### src/rtl/mips_multicycle_ctl_pkg.sv
// Shared constants for the multi-cycle MIPS control: opcodes, functs, REGIMM rt codes,
// ALU control codes and the control FSM state encoding.
package mips_multicycle_ctl_pkg;

   localparam logic [5:0] OpRtype  = 6'b000000;
   localparam logic [5:0] OpRegimm = 6'b000001;
   localparam logic [5:0] OpJ      = 6'b000010;
   localparam logic [5:0] OpBeq    = 6'b000100;
   localparam logic [5:0] OpBne    = 6'b000101;
   localparam logic [5:0] OpBlez   = 6'b000110;
   localparam logic [5:0] OpBgtz   = 6'b000111;
   localparam logic [5:0] OpAddi   = 6'b001000;
   localparam logic [5:0] OpSlti   = 6'b001010;
   localparam logic [5:0] OpAndi   = 6'b001100;
   localparam logic [5:0] OpOri    = 6'b001101;
   localparam logic [5:0] OpLw     = 6'b100011;
   localparam logic [5:0] OpSw     = 6'b101011;

   localparam logic [5:0] FnAdd = 6'b100000;
   localparam logic [5:0] FnSub = 6'b100010;
   localparam logic [5:0] FnAnd = 6'b100100;
   localparam logic [5:0] FnOr  = 6'b100101;
   localparam logic [5:0] FnNor = 6'b100111;
   localparam logic [5:0] FnSlt = 6'b101010;

   localparam logic [4:0] RtBltz = 5'b00000;
   localparam logic [4:0] RtBgez = 5'b00001;

   localparam logic [3:0] AluAdd  = 4'b0010;
   localparam logic [3:0] AluSub  = 4'b0110;
   localparam logic [3:0] AluSlt  = 4'b0111;
   localparam logic [3:0] AluAnd  = 4'b0000;
   localparam logic [3:0] AluOr   = 4'b0001;
   localparam logic [3:0] AluNor  = 4'b1100;
   localparam logic [3:0] AluBlez = 4'b1001;
   localparam logic [3:0] AluBltz = 4'b1011;
   localparam logic [3:0] AluBgtz = 4'b1111;
   localparam logic [3:0] AluBgez = 4'b1110;

   typedef enum logic [3:0] {
      StFetch  = 4'd0,
      StDecode = 4'd1,
      StMemAdr = 4'd2,
      StMemRd  = 4'd3,
      StMemWb  = 4'd4,
      StMemWr  = 4'd5,
      StRtExec = 4'd6,
      StRtWb   = 4'd7,
      StBranch = 4'd8,
      StJump   = 4'd9,
      StIExec  = 4'd10,
      StIWb    = 4'd11,
      StHalt   = 4'd12
   } state_e;

endpackage

### src/rtl/mips_alu_dec.sv
// Combinational ALU control decode from (state, opcode, funct, rt); flags encodings the
// control cannot execute so the FSM can halt.
module mips_alu_dec
   import mips_multicycle_ctl_pkg::*;
(
   input  logic [3:0] state,
   input  logic [5:0] opcode,
   input  logic [5:0] funct,
   input  logic [4:0] rt,
   output logic [3:0] alu_ctl,
   output logic       unsupported
);

   state_e st;
   assign st = state_e'(state);

   always_comb begin
      alu_ctl     = AluAdd;
      unsupported = 1'b0;
      case (st)
         StDecode: begin
            case (opcode)
               OpRtype, OpLw, OpSw, OpBeq, OpBne, OpBlez, OpBgtz, OpRegimm, OpJ,
               OpAddi, OpAndi, OpOri, OpSlti: unsupported = 1'b0;
               default: unsupported = 1'b1;
            endcase
         end
         StRtExec: begin
            case (funct)
               FnAdd:   alu_ctl = AluAdd;
               FnSub:   alu_ctl = AluSub;
               FnAnd:   alu_ctl = AluAnd;
               FnOr:    alu_ctl = AluOr;
               FnSlt:   alu_ctl = AluSlt;
               FnNor:   alu_ctl = AluNor;
               default: unsupported = 1'b1;
            endcase
         end
         StIExec: begin
            case (opcode)
               OpAndi:  alu_ctl = AluAnd;
               OpOri:   alu_ctl = AluOr;
               OpSlti:  alu_ctl = AluSlt;
               default: alu_ctl = AluAdd;
            endcase
         end
         StBranch: begin
            case (opcode)
               OpBeq, OpBne: alu_ctl = AluSub;
               OpBlez:       alu_ctl = AluBlez;
               OpBgtz:       alu_ctl = AluBgtz;
               OpRegimm: begin
                  case (rt)
                     RtBltz:  alu_ctl = AluBltz;
                     RtBgez:  alu_ctl = AluBgez;
                     default: unsupported = 1'b1;
                  endcase
               end
               default: alu_ctl = AluAdd;
            endcase
         end
         default: ;
      endcase
   end

endmodule

### src/rtl/mips_multicycle_ctl.sv
// Multi-cycle MIPS control FSM: sequences fetch/decode/execute/memory/writeback and drives
// the ALU control line, operand selects and datapath enables.
module mips_multicycle_ctl
   import mips_multicycle_ctl_pkg::*;
(
   input  logic       clk,
   input  logic       rst_n,
   input  logic [5:0] opcode,
   input  logic [5:0] funct,
   input  logic [4:0] rt,
   input  logic       zout,
   output logic [3:0] alu_ctl,
   output logic       alu_src_a,
   output logic [1:0] alu_src_b,
   output logic [1:0] pc_src,
   output logic       pc_en,
   output logic       iord,
   output logic       mem_read,
   output logic       mem_write,
   output logic       ir_write,
   output logic       reg_write,
   output logic       reg_dst,
   output logic       mem_to_reg,
   output logic       illegal,
   output logic [3:0] state_o
);

   state_e state_q, state_d;
   state_e cur;
   logic   illegal_q;
   logic   unsupported;
   logic   taken;

   // While reset is held the outputs look like FETCH, independent of the registered state.
   assign cur     = rst_n ? state_q : StFetch;
   assign state_o = cur;
   assign illegal = illegal_q & rst_n;

   mips_alu_dec u_alu_dec (
      .state       (cur),
      .opcode      (opcode),
      .funct       (funct),
      .rt          (rt),
      .alu_ctl     (alu_ctl),
      .unsupported (unsupported)
   );

   always_ff @(posedge clk) begin
      if (!rst_n) begin
         state_q   <= StFetch;
         illegal_q <= 1'b0;
      end else begin
         state_q   <= state_d;
         illegal_q <= illegal_q | unsupported;
      end
   end

   always_comb begin
      taken = (opcode == OpBne) ? ~zout : zout;
   end

   always_comb begin
      state_d    = state_q;
      alu_src_a  = 1'b0;
      alu_src_b  = 2'd0;
      pc_src     = 2'd0;
      pc_en      = 1'b0;
      iord       = 1'b0;
      mem_read   = 1'b0;
      mem_write  = 1'b0;
      ir_write   = 1'b0;
      reg_write  = 1'b0;
      reg_dst    = 1'b0;
      mem_to_reg = 1'b0;
      case (cur)
         StFetch: begin
            mem_read  = 1'b1;
            ir_write  = 1'b1;
            alu_src_b = 2'd1;
            pc_en     = 1'b1;
            state_d   = StDecode;
         end
         StDecode: begin
            alu_src_b = 2'd3;
            case (opcode)
               OpRtype:                                state_d = StRtExec;
               OpLw, OpSw:                             state_d = StMemAdr;
               OpBeq, OpBne, OpBlez, OpBgtz, OpRegimm: state_d = StBranch;
               OpJ:                                    state_d = StJump;
               OpAddi, OpAndi, OpOri, OpSlti:          state_d = StIExec;
               default:                                state_d = StHalt;
            endcase
         end
         StMemAdr: begin
            alu_src_a = 1'b1;
            alu_src_b = 2'd2;
            state_d   = (opcode == OpLw) ? StMemRd : StMemWr;
         end
         StMemRd: begin
            mem_read = 1'b1;
            iord     = 1'b1;
            state_d  = StMemWb;
         end
         StMemWb: begin
            reg_write  = 1'b1;
            mem_to_reg = 1'b1;
            state_d    = StFetch;
         end
         StMemWr: begin
            mem_write = 1'b1;
            iord      = 1'b1;
            state_d   = StFetch;
         end
         StRtExec: begin
            alu_src_a = 1'b1;
            state_d   = unsupported ? StHalt : StRtWb;
         end
         StRtWb: begin
            reg_write = 1'b1;
            reg_dst   = 1'b1;
            state_d   = StFetch;
         end
         StBranch: begin
            alu_src_a = 1'b1;
            pc_src    = 2'd1;
            // zout is only meaningful here; pc_en follows it combinationally.
            pc_en     = taken & ~unsupported;
            state_d   = unsupported ? StHalt : StFetch;
         end
         StJump: begin
            pc_src  = 2'd2;
            pc_en   = 1'b1;
            state_d = StFetch;
         end
         StIExec: begin
            alu_src_a = 1'b1;
            alu_src_b = 2'd2;
            state_d   = StIWb;
         end
         StIWb: begin
            reg_write = 1'b1;
            state_d   = StFetch;
         end
         StHalt:  state_d = StHalt;
         default: state_d = StFetch;
      endcase
      if (!rst_n) begin
         pc_en     = 1'b0;
         ir_write  = 1'b0;
         mem_write = 1'b0;
         reg_write = 1'b0;
      end
   end

endmodule

### config.mk
export PLATFORM = sky130hd
export DESIGN_NAME = mips_multicycle_ctl
export DESIGN_NICKNAME = d
export VERILOG_FILES = /design/src/rtl/mips_multicycle_ctl_pkg.sv /design/src/rtl/mips_alu_dec.sv /design/src/rtl/mips_multicycle_ctl.sv
export SDC_FILE = /design/constraint.sdc
export NUM_CORES = 1
export LEC_CHECK = 0
export CELL_PAD_IN_SITES_DETAIL_PLACEMENT = 0
export CELL_PAD_IN_SITES_GLOBAL_PLACEMENT = 1
export CORE_ASPECT_RATIO = 1.25
export CORE_MARGIN = 2
export CORE_UTILIZATION = 27
export CTS_CLUSTER_DIAMETER = 40
export DETAILED_ROUTE_END_ITERATION = 6
export GPL_TIMING_DRIVEN = 0
export PLACE_DENSITY = 0.76
export SLEW_MARGIN = 25
export SYNTH_ARGS = -nofsm -noshare
export SYNTH_HDL_FRONTEND = slang
export SYNTH_SLANG_ARGS = --single-unit
### constraint.sdc
create_clock -name clk -period 2.3 [get_ports clk]
set_input_delay 0.69 -clock clk [delete_from_list [all_inputs] [get_ports clk]]
set_output_delay 0.69 -clock clk [all_outputs]
set_load 0.005 [all_outputs]
==> results.toml <==
[status]
status = "finished, violations left"
violations = "negative setup slack"

[yosys]
synth_fa_ha_area_frac = 0.04866
synthTopCellsByArea = "dfxtp_1, nand2b_1, nor3_1"
synthXorXnorAreaFrac = 0.03406
yosysUniqueCellTypes = 51
seq_area_frac_synth = 0.09732
synth_edf_count = 0
syn-cell-area_um2 = 1028
synth-simple-area-share = 0.4343
synth_common_cells = "nor3_1, a21oi_1, nand2_1, nand2b_1"
syn_inst = 146
synth_compound_area_frac = 0.2652
synth_nets = 170
synth_seq_cells = 5
synth_top_area_frac = 0.09732
syn-mean-instance-area_um2 = 7.044
yosysWarnings = 0
yosys.area.top_type = "dfxtp_1"
async_flop_share = 0
synth_top_family_by_area = "simple AND/OR/NAND/NOR gates"
synth_flop_cell = "dfxtp_1"
synthMuxAreaShare = 0.04136
yosysMostFrequentCell = "nor3_1"

[clock_network]
cts.sinks = 5
clk_pin_slew_ns = 0.03
worstSkewPairLatency_ns = 0.22
cts_tree = "built"
cts-root-buf = "clkbuf_8"
h-tree-depth = 1
cts_buffers = 3
hold_buffers = 0
clk_path_buf_depth = 2

[timing]
skew_ns = 0.0007060
max_freq_mhz = 390.3
finalHoldViolCount = 0
finalCriticalPeriod_ns = 2.562
rsz0062_at_grt = "yes"
tightest_slew_ns = 0.3422
final_max_slew_viol_count = 0
worst_slack_ns = -0.2622
whs_ns = 0.5536
setup_viol_count_final = 5
timing.slew.headroom = 0.7714
period_share = 1.114
setup-tns-final_ns = -1.129

[pwr]
p_int_uw = 516.9
sequentialPowerShare = 0.158
powerDensity_nw_per_um2 = 394.0
switchingPower_uw = 330.1
p_leak_nw = 0.9964
peakVddDrop_mv = 0.4139
combPwrFrac = 0.648
pwr-share-clk = 0.194
sw_frac_of_total = 0.3897

[min_path]
hold_path_depth = 2
hold_path.class = "register to register"

[global_routing]
grt_pass1_vias = 1445
use_met1 = 0.2385
met2_usage = 0.3394
use_met3 = 0.03014
grt_antenna_before_repair = 0
grt_pass1_wl_mm = 6.610
grtUsageTotal = 0.1938
busiest_layer = "met2"
grt_max_degree = 11
globalRouteOverflowTotal = 0

[die]
start_util = 0.2763
fp.dieH_um = 73.01
die-area_um2 = 4322
die_w_um = 59.20
num_io_pins = 42
core-area_um2 = 3722
rows = 25

[critical_path]
ff2ff_path_depth = 6
critPathLaunchType = "input pin"
arrival_ns = 1.87
required_ns = 1.61
path_class = "input pin to output pin"
crit_fanout = 2
end_kind = "output pin"

[finish]
drive_gt1_frac = 0.4739
diodes = 0
fill_cells = 308
nNetsFinal = 255
area_delta_synth_final_pct = 109.0
fin_cells = 270

[detailed_routing]
post_drt_wl_per_cell_um = 15.43
ant_nets = 0
firstDrtPassIters = 4
drt_iter0_drc = 47
vias = 1448
wirelength_mm = 4.165
drc = 0
via_per_inst = 5.363

[placement]
post-dp-hpwl_mm = 2.593
io_buffers = 40
gp_congestion = 0.7865
dpl.cell_count = 226

[run]
cap_violations = 0
path summary, 6_finish.rpt:
check	startpoint	end	slack, ns
hold / removal	illegal_q$_SDFF_PN0_	illegal_q$_SDFF_PN0_	0.55
setup / recovery	opcode[3]	alu_ctl[3]	-0.26
hold reg to reg	illegal_q$_SDFF_PN0_	illegal_q$_SDFF_PN0_	0.55
setup reg to reg	state_q[3]$_SDFF_PN0_	state_q[1]$_SDFF_PN0_	0.78
flip-flops by register name (all words and copies together) (netlist names):
| register | cells |
|---|---|
| state_q | 4 |
| illegal_q | 1 |
worst max-delay path, stage by stage:
cell and delay (ns):
buf_8 0.10, buf_6 0.11, nor4b_4 0.23, buf_4 0.16, o21a_1 0.16, buf_4 0.14
a31oi_4 0.03, o22ai_2 0.12, buf_2 0.13
placed cells by master (no fill, tap or decap), types with 5 or more instances in the layout:
cell,netlist,final
inv_1,7,5
buf_2,5,8
buf_4,0,41
nand2_1,10,9
and2_1,5,5
nor3_1,12,8
clkdlybuf4s50_1,0,5
buf_6,1,9
nand2b_4,0,5
clkbuf_8,0,5
a21oi_1,11,7
dlygate4sd2_1,0,15
nor2_1,7,6
nand2b_1,10,5
cells by family (layout without fill, tap and decap cells):
kind of cell / after synthesis / in the layout
AND/OR/NAND/NOR: 71 / 71
AO/OA/AOI/OAI: 40 / 40
buffers and inverters: 18 / 102
flip-flops: 5 / 5
adder cells (fa/ha/maj): 4 / 4
XOR/XNOR: 4 / 4
multiplexers: 4 / 4
per-layer routing:
metal / routed length, um / up-vias / part of all wire
met5: 0 / - / 0
met4: 76 / 0 / 0.018
met3: 172 / 10 / 0.041
met2: 2207 / 36 / 0.53
met1: 1709 / 690 / 0.41
li1: - / 712 / -
final cells by class:
type                            count  area (um^2)  share of cell area
Buffer                             10        131.4             0.06112
Clock buffer                        4        45.04             0.02095
Inverter                            7        41.29             0.01921
Multi-Input combinational cell    123         1089              0.5064
Sequential cell                     5        107.6             0.05006
Tap cell                           40        50.05             0.02328
Timing Repair Buffer               81        685.7              0.3190
metrics by stage:
stage               utilization  power, mW  worst slack, ns  instance area, um^2
floorplan                     -     0.3651         -0.01479                 1080
global placement         0.4111     0.5422           -1.257                 1530
detailed placement       0.4111     0.5455           -1.269                 1530
CTS                      0.5536     0.8172          -0.2671                 2061
global route             0.5775     0.9011          -0.3245                 2150
finish                   0.5775     0.8470          -0.2622                 2150
what timing repair did:
item | in CTS | in global routing
pin swaps | 25 | 13
gates resized for setup | 155 | 17
cloned | 1 | 0
buffers inserted | 37 | 7
endpoints found under the setup margin | 24 | 12
power by group through the flow:
stage          combinational, mW  sequential (mW)  clock, mW
5_1_grt                    0.592            0.135      0.174
2_1_floorplan              0.249            0.116          0
3_5_place_dp               0.427            0.119          0
3_3_place_gp               0.424            0.118          0
6_report                   0.549            0.134      0.164
4_1_cts                    0.518            0.129      0.169
(Power assumes the default switching activity.)
